## src/rtl/vga_timing_pkg.sv

```systemverilog
// Purpose : 640x480 VGA timing constants shared by generator and decoder, plus decoder FSM states.
// Latency : n/a (package only).
// Backpressure: n/a.
// Contents: H_/V_ timing localparams, LOCK_LINES, state_e enum, 10-bit saturating increment.
package vga_timing_pkg;

  localparam int H_ACTIVE     = 640;
  localparam int H_SYNC_START = 656;
  localparam int H_TOTAL      = 800;
  localparam int V_ACTIVE     = 480;
  localparam int V_SYNC_START = 490;
  localparam int V_TOTAL      = 525;
  localparam int LOCK_LINES   = 4;

  typedef enum logic [2:0] {
    SEARCH   = 3'd0,
    H_VERIFY = 3'd1,
    V_ARM    = 3'd2,
    V_VERIFY = 3'd3,
    LOCKED   = 3'd4
  } state_e;

  // Increment that sticks at all-ones instead of wrapping.
  function automatic logic [9:0] sat_inc10(input logic [9:0] v);
    return (v == 10'h3FF) ? v : v + 10'd1;
  endfunction

endpackage

```

## src/rtl/sync_edge_detect.sv

```systemverilog
// Purpose : registers one sync input and flags its rising edge.
// Latency : rise is combinational from d and the 1-cycle-old register.
// Backpressure: none.
// Ports   : clk, reset (sync, active-high), d (sync input), rise (d high while register low).
module sync_edge_detect (
  input  logic clk,
  input  logic reset,
  input  logic d,
  output logic rise
);

  logic d_q;
  logic d_d;

  always_comb begin
    d_d = d;
  end

  always_ff @(posedge clk) begin
    if (reset) begin
      d_q <= 1'b0;
    end else begin
      d_q <= d_d;
    end
  end

  always_comb begin
    rise = d & ~d_q;
  end

endmodule

```

## src/rtl/vga_sync_decoder.sv

```systemverilog
// Purpose : recovers pixel position and lock from an active-high hsync/vsync pair.
// Latency : every output registered; input at cycle t shows at t+1.
// Backpressure: none; free-running pixel-rate stream.
// Ports   : vga_clock, reset (sync, active-high), hsync, vsync in;
//           hcount, vcount, at_display_area, locked, h_period, v_period, error out.
module vga_sync_decoder
  import vga_timing_pkg::*;
#(
  parameter int P_H_ACTIVE     = H_ACTIVE,
  parameter int P_H_SYNC_START = H_SYNC_START,
  parameter int P_H_TOTAL      = H_TOTAL,
  parameter int P_V_ACTIVE     = V_ACTIVE,
  parameter int P_V_SYNC_START = V_SYNC_START,
  parameter int P_V_TOTAL      = V_TOTAL,
  parameter int P_LOCK_LINES   = LOCK_LINES
) (
  input  logic       vga_clock,
  input  logic       reset,
  input  logic       hsync,
  input  logic       vsync,
  output logic [9:0] hcount,
  output logic [9:0] vcount,
  output logic       at_display_area,
  output logic       locked,
  output logic [9:0] h_period,
  output logic [9:0] v_period,
  output logic       error
);

  localparam logic [9:0]  H_ACT   = 10'(P_H_ACTIVE);
  localparam logic [9:0]  H_LOAD  = 10'(P_H_SYNC_START);
  localparam logic [9:0]  H_LAST  = 10'(P_H_TOTAL - 1);
  localparam logic [9:0]  H_GOOD  = 10'(P_H_TOTAL);
  localparam logic [9:0]  V_ACT   = 10'(P_V_ACTIVE);
  localparam logic [9:0]  V_LOAD  = 10'(P_V_SYNC_START);
  localparam logic [9:0]  V_LAST  = 10'(P_V_TOTAL - 1);
  localparam logic [9:0]  V_GOOD  = 10'(P_V_TOTAL);
  localparam logic [7:0]  LOCK_N  = 8'(P_LOCK_LINES);
  localparam logic [11:0] TIMEOUT = 12'(2 * P_H_TOTAL);

  logic h_rise, v_rise;

  sync_edge_detect u_hsync_edge (.clk(vga_clock), .reset(reset), .d(hsync), .rise(h_rise));
  sync_edge_detect u_vsync_edge (.clk(vga_clock), .reset(reset), .d(vsync), .rise(v_rise));

  state_e      state_q, state_d;
  logic [9:0]  hcount_q, hcount_d, vcount_q, vcount_d;
  logic [9:0]  hcnt_q, hcnt_d, vcnt_q, vcnt_d;
  logic [9:0]  h_period_q, h_period_d, v_period_q, v_period_d;
  logic [7:0]  good_q, good_d;
  logic [11:0] to_q, to_d;
  logic        error_q, error_d, disp_q, disp_d;

  logic [9:0]  h_meas, v_meas;
  logic        line_good, line_bad, frame_good, frame_bad, timeout, h_wrap;

  always_comb begin
    // Measurements as they would be latched at this cycle's edges.
    h_meas     = sat_inc10(hcnt_q);
    v_meas     = h_rise ? sat_inc10(vcnt_q) : vcnt_q;
    line_good  = h_rise && (h_meas == H_GOOD);
    line_bad   = h_rise && (h_meas != H_GOOD);
    frame_good = v_rise && (v_meas == V_GOOD);
    frame_bad  = v_rise && (v_meas != V_GOOD);
    timeout    = !h_rise && (to_q == TIMEOUT - 12'd1);

    // Position recovery: sync rises re-anchor the free-running counters.
    h_wrap   = !h_rise && (hcount_q == H_LAST);
    hcount_d = h_rise ? H_LOAD : (h_wrap ? 10'd0 : hcount_q + 10'd1);
    if (v_rise) begin
      vcount_d = V_LOAD;
    end else if (h_wrap) begin
      vcount_d = (vcount_q == V_LAST) ? 10'd0 : vcount_q + 10'd1;
    end else begin
      vcount_d = vcount_q;
    end

    hcnt_d     = h_rise ? 10'd0 : sat_inc10(hcnt_q);
    h_period_d = h_rise ? h_meas : h_period_q;
    vcnt_d     = v_rise ? 10'd0 : v_meas;
    v_period_d = v_rise ? v_meas : v_period_q;
    // Timer sticks at TIMEOUT so it fires once per outage.
    to_d       = h_rise ? 12'd0 : ((to_q == TIMEOUT) ? to_q : to_q + 12'd1);

    state_d = state_q;
    good_d  = good_q;
    error_d = 1'b0;
    case (state_q)
      SEARCH: begin
        if (h_rise) begin
          state_d = H_VERIFY;
          good_d  = 8'd0;
        end
      end
      H_VERIFY: begin
        if (line_bad) begin
          state_d = SEARCH;
        end else if (line_good) begin
          good_d = good_q + 8'd1;
          if (good_q + 8'd1 == LOCK_N) state_d = V_ARM;
        end
      end
      V_ARM: begin
        if (line_bad)    state_d = SEARCH;
        else if (v_rise) state_d = V_VERIFY;
      end
      V_VERIFY: begin
        if (line_bad || frame_bad) state_d = SEARCH;
        else if (frame_good)       state_d = LOCKED;
      end
      LOCKED: begin
        // Line and frame violations in one cycle merge into one pulse.
        if (line_bad || frame_bad) begin
          state_d = SEARCH;
          error_d = 1'b1;
        end
      end
      default: state_d = SEARCH;
    endcase
    if (timeout && (state_q != SEARCH)) begin
      state_d = SEARCH;
      error_d = (state_q == LOCKED);
    end

    // Built from next-state values so it lines up with the registered counters.
    disp_d = (state_d == LOCKED) && (hcount_d < H_ACT) && (vcount_d < V_ACT);
  end

  always_ff @(posedge vga_clock) begin
    if (reset) begin
      state_q    <= SEARCH;
      hcount_q   <= 10'd0;
      vcount_q   <= 10'd0;
      hcnt_q     <= 10'd0;
      vcnt_q     <= 10'd0;
      h_period_q <= 10'd0;
      v_period_q <= 10'd0;
      good_q     <= 8'd0;
      to_q       <= 12'd0;
      error_q    <= 1'b0;
      disp_q     <= 1'b0;
    end else begin
      state_q    <= state_d;
      hcount_q   <= hcount_d;
      vcount_q   <= vcount_d;
      hcnt_q     <= hcnt_d;
      vcnt_q     <= vcnt_d;
      h_period_q <= h_period_d;
      v_period_q <= v_period_d;
      good_q     <= good_d;
      to_q       <= to_d;
      error_q    <= error_d;
      disp_q     <= disp_d;
    end
  end

  always_comb begin
    hcount          = hcount_q;
    vcount          = vcount_q;
    at_display_area = disp_q;
    locked          = (state_q == LOCKED);
    h_period        = h_period_q;
    v_period        = v_period_q;
    error           = error_q;
  end

endmodule

```

## config.mk

```make
export PLATFORM = sky130hd
export DESIGN_NAME = vga_sync_decoder
export DESIGN_NICKNAME = d
export VERILOG_FILES = /design/src/rtl/vga_timing_pkg.sv /design/src/rtl/sync_edge_detect.sv /design/src/rtl/vga_sync_decoder.sv
export SDC_FILE = /design/constraint.sdc
export NUM_CORES = 1
export LEC_CHECK = 0
export ABC_AREA = 0
export BUFFER_PORTS_ARGS = -buffer_cell sky130_fd_sc_hd__buf_2
export CAP_MARGIN = 20
export CORE_ASPECT_RATIO = 0.75
export CORE_MARGIN = 1.5
export CORE_UTILIZATION = 60
export CTS_CLUSTER_SIZE = 28
export DETAILED_ROUTE_END_ITERATION = 6
export PLACE_DENSITY = 0.81
export SYNTH_ARGS = -nofsm -noshare
export SYNTH_HDL_FRONTEND = slang
export SYNTH_HIERARCHICAL = 1
export SYNTH_SLANG_ARGS = --single-unit
```

## constraint.sdc

```tcl
create_clock -name vga_clock -period 5.1 [get_ports vga_clock]
set_clock_uncertainty 0.2 [all_clocks]
set_input_delay 0 -clock vga_clock [delete_from_list [all_inputs] [get_ports vga_clock]]
set_output_delay 0 -clock vga_clock [all_outputs]
set_load 0.01 [all_outputs]
```

==> results of run 1 <==
==> stage by stage <==
step / hold WS [ns] / worst slack (ns) / area [µm²]
after CTS: 0.196 / 1.48 / 4920
final: 0.208 / 1.45 / 4920
after global placement: 0.0351 / 1.65 / 4680
after global routing: 0.199 / 1.26 / 4920
after detailed placement: 0.0467 / 1.49 / 4680
after floorplan: -0.136 / 2.50 / 4430
==> sequential cells by signal, indices dropped and copies added (netlist names) <==
signal and cells:
u_vsync_edge/d_q 1, u_hsync_edge/d_q 1, hcount 10, vcnt_q 10, to_q 12, error 1
h_period 10, vcount 10, v_period 10, good_q 8, state_q 3, hcnt_q 10
at_display_area 1
==> power groups by stage <==
stage / combinational [µW] / sequential, µW / clock, µW
after global placement: 98.7 / 729 / 0
after global routing: 116 / 718 / 538
final: 105 / 714 / 492
after detailed placement: 101 / 730 / 0
after CTS: 104 / 714 / 506
after floorplan: 70.7 / 729 / 0
==> cells in the mapped netlist (8+ instances only) <==
cell type	n
a21oi_1	23
a31oi_1	10
clkbuf_1	15
dfxtp_1	87
ha_1	9
inv_1	12
mux2i_1	16
nand2_1	40
nand3_1	28
nand4_1	11
nor2_1	78
nor2b_1	8
nor3_1	18
nor4_1	8
o21ai_0	11
xnor2_1	15
xor2_1	14
==> routing by layer <==
layer | track usage (%) | share of wire, % | wire (µm) | vias to the layer above
met5 | 0 | 0 | 0 | -
met4 | 7.53 | 0.88 | 89 | 0
met3 | 7.39 | 8.4 | 852 | 13
met2 | 41.3 | 45 | 4550 | 172
met1 | 37.6 | 46 | 4640 | 1827
li1 | - | - | - | 1969
==> worst reg2reg max path, cell delays in order (launching register included) <==
cell and delay (ns):
dfxtp_1 0.33, nor2b_4 0.53, clkinv_1 0.66, nor3_1 0.36
mux2_1 0.39, o41a_1 0.46, or4b_4 0.50, nor3_2 0.15
==> area by class of cell <==
type	count	area, µm²
fillers	587	2070
clock inverters	6	67.6
well taps	98	123
repair buffers	50	270
inverters	14	52.6
clock buffers	10	138
multi-input cells	398	2530
flip-flops and latches	87	1740
==> worst paths after layout <==
| path | from | endpoint | slack [ns] | cells after the start |
|---|---|---|---|---|
| setup / recovery | u_hsync_edge/d_q | at_display_area | 1.45 | 7 |
| setup reg to reg | u_hsync_edge/d_q | at_display_area | 1.45 | 7 |
| hold / removal | hsync | u_hsync_edge/d_q | 0.21 | 3 |
| hold reg to reg | v_period[7] | v_period[7] | 0.27 | 2 |
==> what timing repair did <==
| item | in CTS | in global routing |
|---|---|---|
| hold buffers | 4 | 0 |
| buffers inserted | 0 | 0 |
| hold endpoints to repair | 12 | 0 |
==> cell families after synthesis <==
kind of cell,Yosys count,share of synthesized area [%]
adders and majority gates,9,2.54
buffers and inverters,37,3.59
AOI/OAI and AO/OA,95,15.0
xor gates and xnor gates,29,5.73
DFF,87,39.3
muxes,18,4.12
and+or+nand+nor,247,29.8
==> metrics.md, run 1 <==
| Metric | Value |
|---|---|
| Vias in the first global route | `3663` |
| Max-slew headroom | `39.3%` |
| NetSw | `335 µW` |
| Most common cell after layout, fill and taps aside | `dfxtp_1` |
| CP Launch Type | `flop` |
| Slowest stage delay, CP | `0.66 ns` |
| HP Class | `in2reg` |
| Commonest non-fill, non-tap cells in the layout | `dfxtp_1 (87), nor2_1 (78), buf_2 (46), nand2_1 (40), nand3_1 (28)` |
| Antenna cells | `0` |
| Final hold vios | `0` |
| Top delay family on crit path | `simple AND/OR/NAND/NOR gates` |
| Combinational group share of total power | `8.0%` |
| Most area-hungry cell type in the Yosys netlist | `dfxtp_1` |
| Synth Flop Type | `dfxtp_1` |
| Register share of total power | `54.5%` |
| H-tree depth | `3` |
| Pwr Density | `266 mW/mm²` |
| Skew-Pair Late Insertion Delay | `0.35 ns` |
| Gpl congestion | `0.918` |
| DRC Markers | `0` |
| Fin crit share | `71.5%` |
| Initial antenna violation count | `0` |
| Crit. End Element | `flop` |
| Clock Pin Slew Worst Setup and Hold Paths | `0.09 ns` |
| Worst path slowest cell | `clkinv_1` |
| Vias post-DR | `3981` |
| Crit-path cells | `nor2b_4, clkinv_1, nor3_1, mux2_1, o41a_1, or4b_4, nor3_2` |
| Switching Share | `25.6%` |
| CP Data Required Time | `5.19 ns` |
| Top-Level Pins | `47` |
| Bufs and invs on worst path | `1` |
| Flops & latches, synth | `87` |
| Clk pwr share | `37.5%` |
| Largest net degree at the start of global routing | `38` |
| GRT Total Usage | `27.1%` |
| Root Driver | `clkbuf_8` |
| Die X | `102 µm` |
| Finished Layout Cells | `663` |
| Yosys top cell area share | `39.3%` |
| Final Total Pwr | `1310 µW` |
| Die Footprint | `0.00792 mm²` |
| Syn Nets | `535` |
| Share of cells above drive strength 1 | `14.3%` |
| Antenna-violating nets left | `0` |
| Cells after synthesis | `522` |
| Synth Area per Inst | `8.49 µm²` |
| Num CTS Buffers | `9` |
| WS Path Type | `reg2reg` |
| Worst-path fanout max | `21` |
| Placed insts | `643` |
| Detailed placement HPWL | `6970 µm` |
| Starting Density | `63.4%` |
| Post-synth cell types | `73` |
| Core area | `0.00699 mm²` |
| Status | `finished, final reports clean` |
| RSZ-0062 raised after global routing | `false` |
| Count of warnings emitted by yosys | `6` |
| Die Y | `77.4 µm` |
| Number of synthesized flops with an enable pin | `0` |
| Port Buf Inserts | `46` |
| Setup TNS | `0 ns` |
| Synth area leaders | `dfxtp_1 (39%), nor2_1 (6.6%), mux2i_1 (3.6%), nand2_1 (3.4%), nand3_1 (3.2%)` |
| Ys async rst share | `0%` |
| Final #Nets | `573` |
| Final wirelength | `10100 µm` |
| Register area share after synthesis | `39.3%` |
| Layout area overhead | `11.1%` |
| TritonCTS clock tree | `done` |
| Routed length per instance | `15.3 µm` |
| Worst Path Arrival | `3.73 ns` |
| Global route overflow | `0` |
| Global-route wire length before repair | `17200 µm` |
| DR iter-0 viols | `242` |
| Pleak | `0.00188 µW` |
| Syn Std Cell Area | `0.00443 mm²` |
| CTS sink count | `87` |
| Final min period | `3.65 ns` |
| Slew Limit Fails | `0` |
| Internal power | `976 µW` |
| CTS max path bufs | `2` |
| Max-Cap Viols | `0` |
| DR pass1 iterations | `7` |
| End-of-flow core utilization | `70.4%` |
| Final setup violating endpoints | `0` |
| Worst-Margin Slew | `0.909 ns` |
| VDD IR max | `0.000184 V` |
| Post-CTS Resized | `0` |
| Num rows | `26` |
| Max frequency | `0.274 GHz` |
| Vias per cell | `6.00` |
(Power assumes the default switching activity.)
==> inputs of run 2 (changes only) <==
CORE_UTILIZATION = 53   (was 60)
PLACE_DENSITY = 0.76   (was 0.81)
clock period = 3 ns   (was 5.1 ns; I/O delays follow)
==> run 2 against run 1 <==
Via count grew 0.70%. Global-route usage shrank 1.9 points. Clock-buffer cell count grew 3. Clock power grew 65%. Sequential power grew 69%. Cell count grew 2.1%. Worst hold slack gained 0.071 ns. Setup slack lost 1.2 ns. Critical path type unchanged. Largest power group unchanged.
==> metrics.md, run 2 (synthesized netlist as in run 1, its figures left out) <==
| Metric | Value |
|---|---|
| Worst r2r path cells | `7` |
| Largest reg by FF count | `to_q` |
| H-tree depth | `3` |
| TritonCTS clock tree | `done` |
| Crit path to | `at_display_area` |
| VDD IR max | `0.000384 V` |
| Number of flip-flops in the largest register | `12` |
| Post-CTS Setup Repair Bufs | `0` |
| Largest net degree at the start of global routing | `38` |
| Slowest stage delay, CP | `0.50 ns` |
| Fin crit share | `92.8%` |
| Num CTS Buffers | `9` |
| FF-to-FF setup slack | `0.22 ns` |
| Switching Share | `24.9%` |
| Max-Cap Viols | `0` |
| Hold slack | `0.279 ns` |
| Skew-Pair Late Insertion Delay | `0.36 ns` |
| Pleak | `0.00191 µW` |
| CTS sink count | `87` |
| DR iter-0 viols | `286` |
| Antenna-violating nets left | `0` |
| Final min period | `2.78 ns` |
| DRC Markers | `0` |
| Commonest non-fill, non-tap cells in the layout | `dfxtp_1 (87), nor2_1 (78), buf_2 (46), nand2_1 (40), nand3_1 (28)` |
| CP Launch Type | `flop` |
| Most common cell after layout, fill and taps aside | `dfxtp_1` |
| Layout area overhead | `12.4%` |
| Register share of total power | `54.9%` |
| Bufs and invs on worst path | `0` |
| Die X | `109 µm` |
| Global-route wire length before repair | `17400 µm` |
| Global route overflow | `0` |
| Detailed placement HPWL | `7490 µm` |
| Finished Layout Cells | `677` |
| CP Data Required Time | `3.09 ns` |
| Placed insts | `656` |
| Num rows | `28` |
| Slew Limit Fails | `0` |
| Status | `finished, final reports clean` |
| Final #Nets | `580` |
| Starting Density | `55.5%` |
| Worst R2R Start | `vcnt_q[0]` |
| End-of-flow core utilization | `62.4%` |
| Worst-Margin Slew | `0.793 ns` |
| Clk pwr share | `36.7%` |
| Initial antenna violation count | `0` |
| Cell count along the critical path | `7` |
| Setup TNS | `0 ns` |
| GRT Total Usage | `25.3%` |
| Gpl congestion | `0.908` |
| Critical path origin | `vcnt_q[0]` |
| Core area | `0.00799 mm²` |
| Share of cells above drive strength 1 | `15.0%` |
| NetSw | `550 µW` |
| Port Buf Inserts | `46` |
| Antenna cells | `0` |
| DR pass1 iterations | `5` |
| Final wirelength | `10600 µm` |
| Final hold vios | `0` |
| Worst reg2reg path endpoint | `at_display_area` |
| Root Driver | `clkbuf_8` |
| RSZ-0062 raised after global routing | `false` |
| Pwr Density | `444 mW/mm²` |
| Crit. End Element | `flop` |
| Die Footprint | `0.00893 mm²` |
| Worst Path Arrival | `2.88 ns` |
| Top delay family on crit path | `simple AND/OR/NAND/NOR gates` |
| Vias post-DR | `4009` |
| Combinational group share of total power | `8.4%` |
| Final setup violating endpoints | `0` |
| Worst-path fanout max | `5` |
| Vias in the first global route | `3547` |
| Crit-path cells | `ha_1, nand3_1, nor3_1, mux2_1, o41a_1, or4b_4, nor3_2` |
| WS Path Type | `reg2reg` |
| Vias per cell | `5.92` |
| Clock Pin Slew Worst Setup and Hold Paths | `0.08 ns` |
| Routed length per instance | `15.6 µm` |
| Die Y | `82.2 µm` |
| Internal power | `1660 µW` |
| Worst path slowest cell | `or4b_4` |
| HP Class | `reg2reg` |
| Max-slew headroom | `47.1%` |
| Top-Level Pins | `47` |
| CTS max path bufs | `2` |
| Max frequency | `0.359 GHz` |
[run 2: area by class of cell]
class	count	area [µm²]
multi-input combinational	398	2540
clock inverter	3	42.5
fill	718	3010
inverter	14	52.6
clock buffer	13	149
timing repair buffer	57	325
sequential	87	1740
tap	105	131
[run 2: routing by layer]
metal / vias up / GRT usage, % / routed length [µm]
li1: 1976 / - / -
met1: 1883 / 34.6 / 5110
met2: 138 / 38.1 / 4590
met3: 12 / 7.38 / 739
met4: 0 / 8.42 / 112
met5: - / 0 / 0
[run 2: power groups by stage]
stage          logic (µW)  clock network (µW)  registers, µW
6_report              185                 812           1210
5_1_grt               202                 892           1220
4_1_cts               185                 841           1210
3_5_place_dp          179                   0           1240
3_3_place_gp          175                   0           1240
2_1_floorplan         120                   0           1240
[run 2: stage by stage]
step / setup WS, ns / power [µW] / instance area (µm²)
floorplan: 0.404 / 1360 / 4430
global placement: 0.326 / 1410 / 4730
detailed placement: 0.190 / 1420 / 4730
CTS: 0.162 / 2240 / 4970
global route: 0.0359 / 2310 / 4980
finish: 0.215 / 2210 / 4980
[run 2: worst min path at each step]
stage                            from                to  slack (ns)  cells after the start
after floorplan                 reset  u_hsync_edge/d_q       -0.14                      1
after global placement          vsync  u_vsync_edge/d_q        0.04                      2
after detailed placement        vsync  u_vsync_edge/d_q        0.04                      2
after CTS                 v_period[7]       v_period[7]        0.28                      2
after global routing      v_period[0]       v_period[0]        0.30                      2
final                     v_period[7]       v_period[7]        0.28                      2
[run 2: tightest hold or removal path: stages, from the launching register on]
cell and delay [ns]:
dfxtp_1 0.32, nand2_1 0.06, a21oi_1 0.06
[run 2: repair_timing]
item / 4_1_cts / 5_1_grt
hold endpoints to repair: 18 / 0
setup endpoints to repair: 0 / 5
hold buffers: 5 / 0
gates resized for setup: 0 / 2
==> inputs of run 3 (changes only) <==
CORE_UTILIZATION = 45   (was 53)
PLACE_DENSITY = 0.66   (was 0.76)
==> run 3 against run 2 <==
Via count down 2.3%. Setup slack worse by 0.0070 ns. Sequential share of layout area down 1.0 points. Sequential cell count unchanged. Clock power up 43%. Clock-buffer cell count up 1. Critical path depth unchanged. Die area up 17%. Largest cell class unchanged.
==> metrics.md, run 3 (synthesized netlist as in run 1, its figures left out) <==
| Metric | Value |
|---|---|
| Status | `finished, final reports clean` |
| Cell count along the critical path | `7` |
| Initial antenna violation count | `0` |
| Root Driver | `clkbuf_16` |
| H-tree depth | `3` |
| Critical path origin | `hcnt_q[0]` |
| Worst R2R Start | `hcnt_q[0]` |
| Switching Share | `23.0%` |
| Final hold vios | `0` |
| Final #Nets | `581` |
| Crit. End Element | `flop` |
| Largest net degree at the start of global routing | `37` |
| Combinational group share of total power | `7.1%` |
| Internal power | `1970 µW` |
| Register share of total power | `47.5%` |
| Worst reg2reg path endpoint | `error` |
| CTS max path bufs | `2` |
| Starting Density | `46.1%` |
| Share of cells above drive strength 1 | `15.5%` |
| Most common cell after layout, fill and taps aside | `dfxtp_1` |
| GRT Total Usage | `21.0%` |
| Pwr Density | `498 mW/mm²` |
| Antenna cells | `0` |
| Die X | `118 µm` |
| Slew Limit Fails | `0` |
| Cell area after placement | `0.00479 mm²` |
| CTS sink count | `87` |
| Num CTS Buffers | `9` |
| CP Launch Type | `flop` |
| Fin crit share | `93.1%` |
| Worst path slowest cell | `dfxtp_1` |
| Antenna-violating nets left | `0` |
| Bufs and invs on worst path | `0` |
| Pleak | `0.00197 µW` |
| Slowest stage delay, CP | `0.44 ns` |
| Die Footprint | `0.0105 mm²` |
| Final setup violating endpoints | `0` |
| HP Class | `in2reg` |
| Gpl congestion | `0.921` |
| Hold slack | `0.226 ns` |
| Worst-path fanout max | `6` |
| DR iter-0 viols | `248` |
| TritonCTS clock tree | `done` |
| Max-slew headroom | `62.5%` |
| Global route overflow | `0` |
| Vias post-DR | `3917` |
| Layout area overhead | `15.8%` |
| Top-Level Pins | `47` |
| Worst r2r path cells | `7` |
| DR pass1 iterations | `4` |
| Final wirelength | `10500 µm` |
| Clock Pin Slew Worst Setup and Hold Paths | `0.06 ns` |
| CP Data Required Time | `3.03 ns` |
| Final min period | `2.79 ns` |
| Worst Path Arrival | `2.82 ns` |
| Core area | `0.00962 mm²` |
| Max-Cap Viols | `0` |
| Vias per cell | `5.56` |
| Skew-Pair Late Insertion Delay | `0.34 ns` |
| Post-CTS Setup Repair Bufs | `0` |
| Worst-Margin Slew | `0.558 ns` |
| Routed length per instance | `14.8 µm` |
| Num rows | `31` |
| Setup TNS | `0 ns` |
| NetSw | `588 µW` |
| End-of-flow core utilization | `53.3%` |
| WS Path Type | `reg2reg` |
| Vias in the first global route | `3523` |
| FF-to-FF setup slack | `0.21 ns` |
| Largest reg by FF count | `to_q` |
| Final Total Pwr | `2560 µW` |
| Clk pwr share | `45.4%` |
| VDD IR max | `0.000302 V` |
| Detailed placement HPWL | `7320 µm` |
| Final instance area | `0.00513 mm²` |
| Crit-path cells | `ha_1, and2_1, a211oi_1, nor4b_1, and4_2, a21oi_2, o311a_2` |
| Port Buf Inserts | `46` |
| Global-route wire length before repair | `17500 µm` |
| Max frequency | `0.358 GHz` |
| DRC Markers | `0` |
| Commonest non-fill, non-tap cells in the layout | `dfxtp_1 (87), nor2_1 (78), buf_2 (46), nand2_1 (40), nand3_1 (28)` |
| Top delay family on crit path | `simple AND/OR/NAND/NOR gates` |
| Die Y | `88.9 µm` |
| Crit path to | `error` |
| Number of flip-flops in the largest register | `12` |
| RSZ-0062 raised after global routing | `false` |
## run 3: routing by layer
metal | routed length [µm] | GRT usage [%] | vias to the layer above
met2 | 4440 | 32.7 | 85
met5 | 0 | 0 | -
met3 | 446 | 4.66 | 6
li1 | - | - | 1977
met4 | 91 | 7.21 | 0
met1 | 5470 | 29.1 | 1849
## run 3: worst min path at each step
stage	depth (start not counted)	to	from
after CTS	3	u_vsync_edge/d_q	vsync
after global routing	3	u_vsync_edge/d_q	vsync
after global placement	2	u_vsync_edge/d_q	vsync
after detailed placement	2	u_vsync_edge/d_q	vsync
final	3	u_vsync_edge/d_q	vsync
after floorplan	1	u_hsync_edge/d_q	reset
## run 3: timing repair
| action | CTS | global route |
|---|---|---|
| hold buffers | 3 | 0 |
| hold endpoints to repair | 10 | 0 |
| endpoints found under the setup margin | 0 | 1 |
| gates resized for setup | 0 | 1 |
## run 3: power by group through the flow
stage | combinational (µW) | sequential [µW] | clock, µW
after floorplan | 120 | 1240 | 0
after global placement | 177 | 1240 | 0
after global routing | 202 | 1220 | 1230
after CTS | 183 | 1210 | 1190
after detailed placement | 179 | 1240 | 0
final | 183 | 1210 | 1160
## run 3: tightest hold or removal path: stages
cell and delay, ns:
dlygate4sd3_1 0.51, buf_2 0.10, nor2b_4 0.11
## run 3: area by class of cell
| class | count | area, µm² |
|---|---|---|
| sequential | 87 | 1740 |
| inverter | 14 | 52.6 |
| fill | 924 | 4490 |
| multi-input combinational | 398 | 2530 |
| timing repair buffer | 58 | 328 |
| clock buffer | 14 | 274 |
| clock inverter | 2 | 37.5 |
| tap | 132 | 165 |
## run 3: through the flow
| stage | worst slack (ns) | instances |
|---|---|---|
| after floorplan | 0.404 | 522 |
| after global placement | 0.308 | 686 |
| after detailed placement | 0.199 | 686 |
| after CTS | 0.182 | 705 |
| after global routing | 0.0200 | 705 |
| final | 0.208 | 705 |
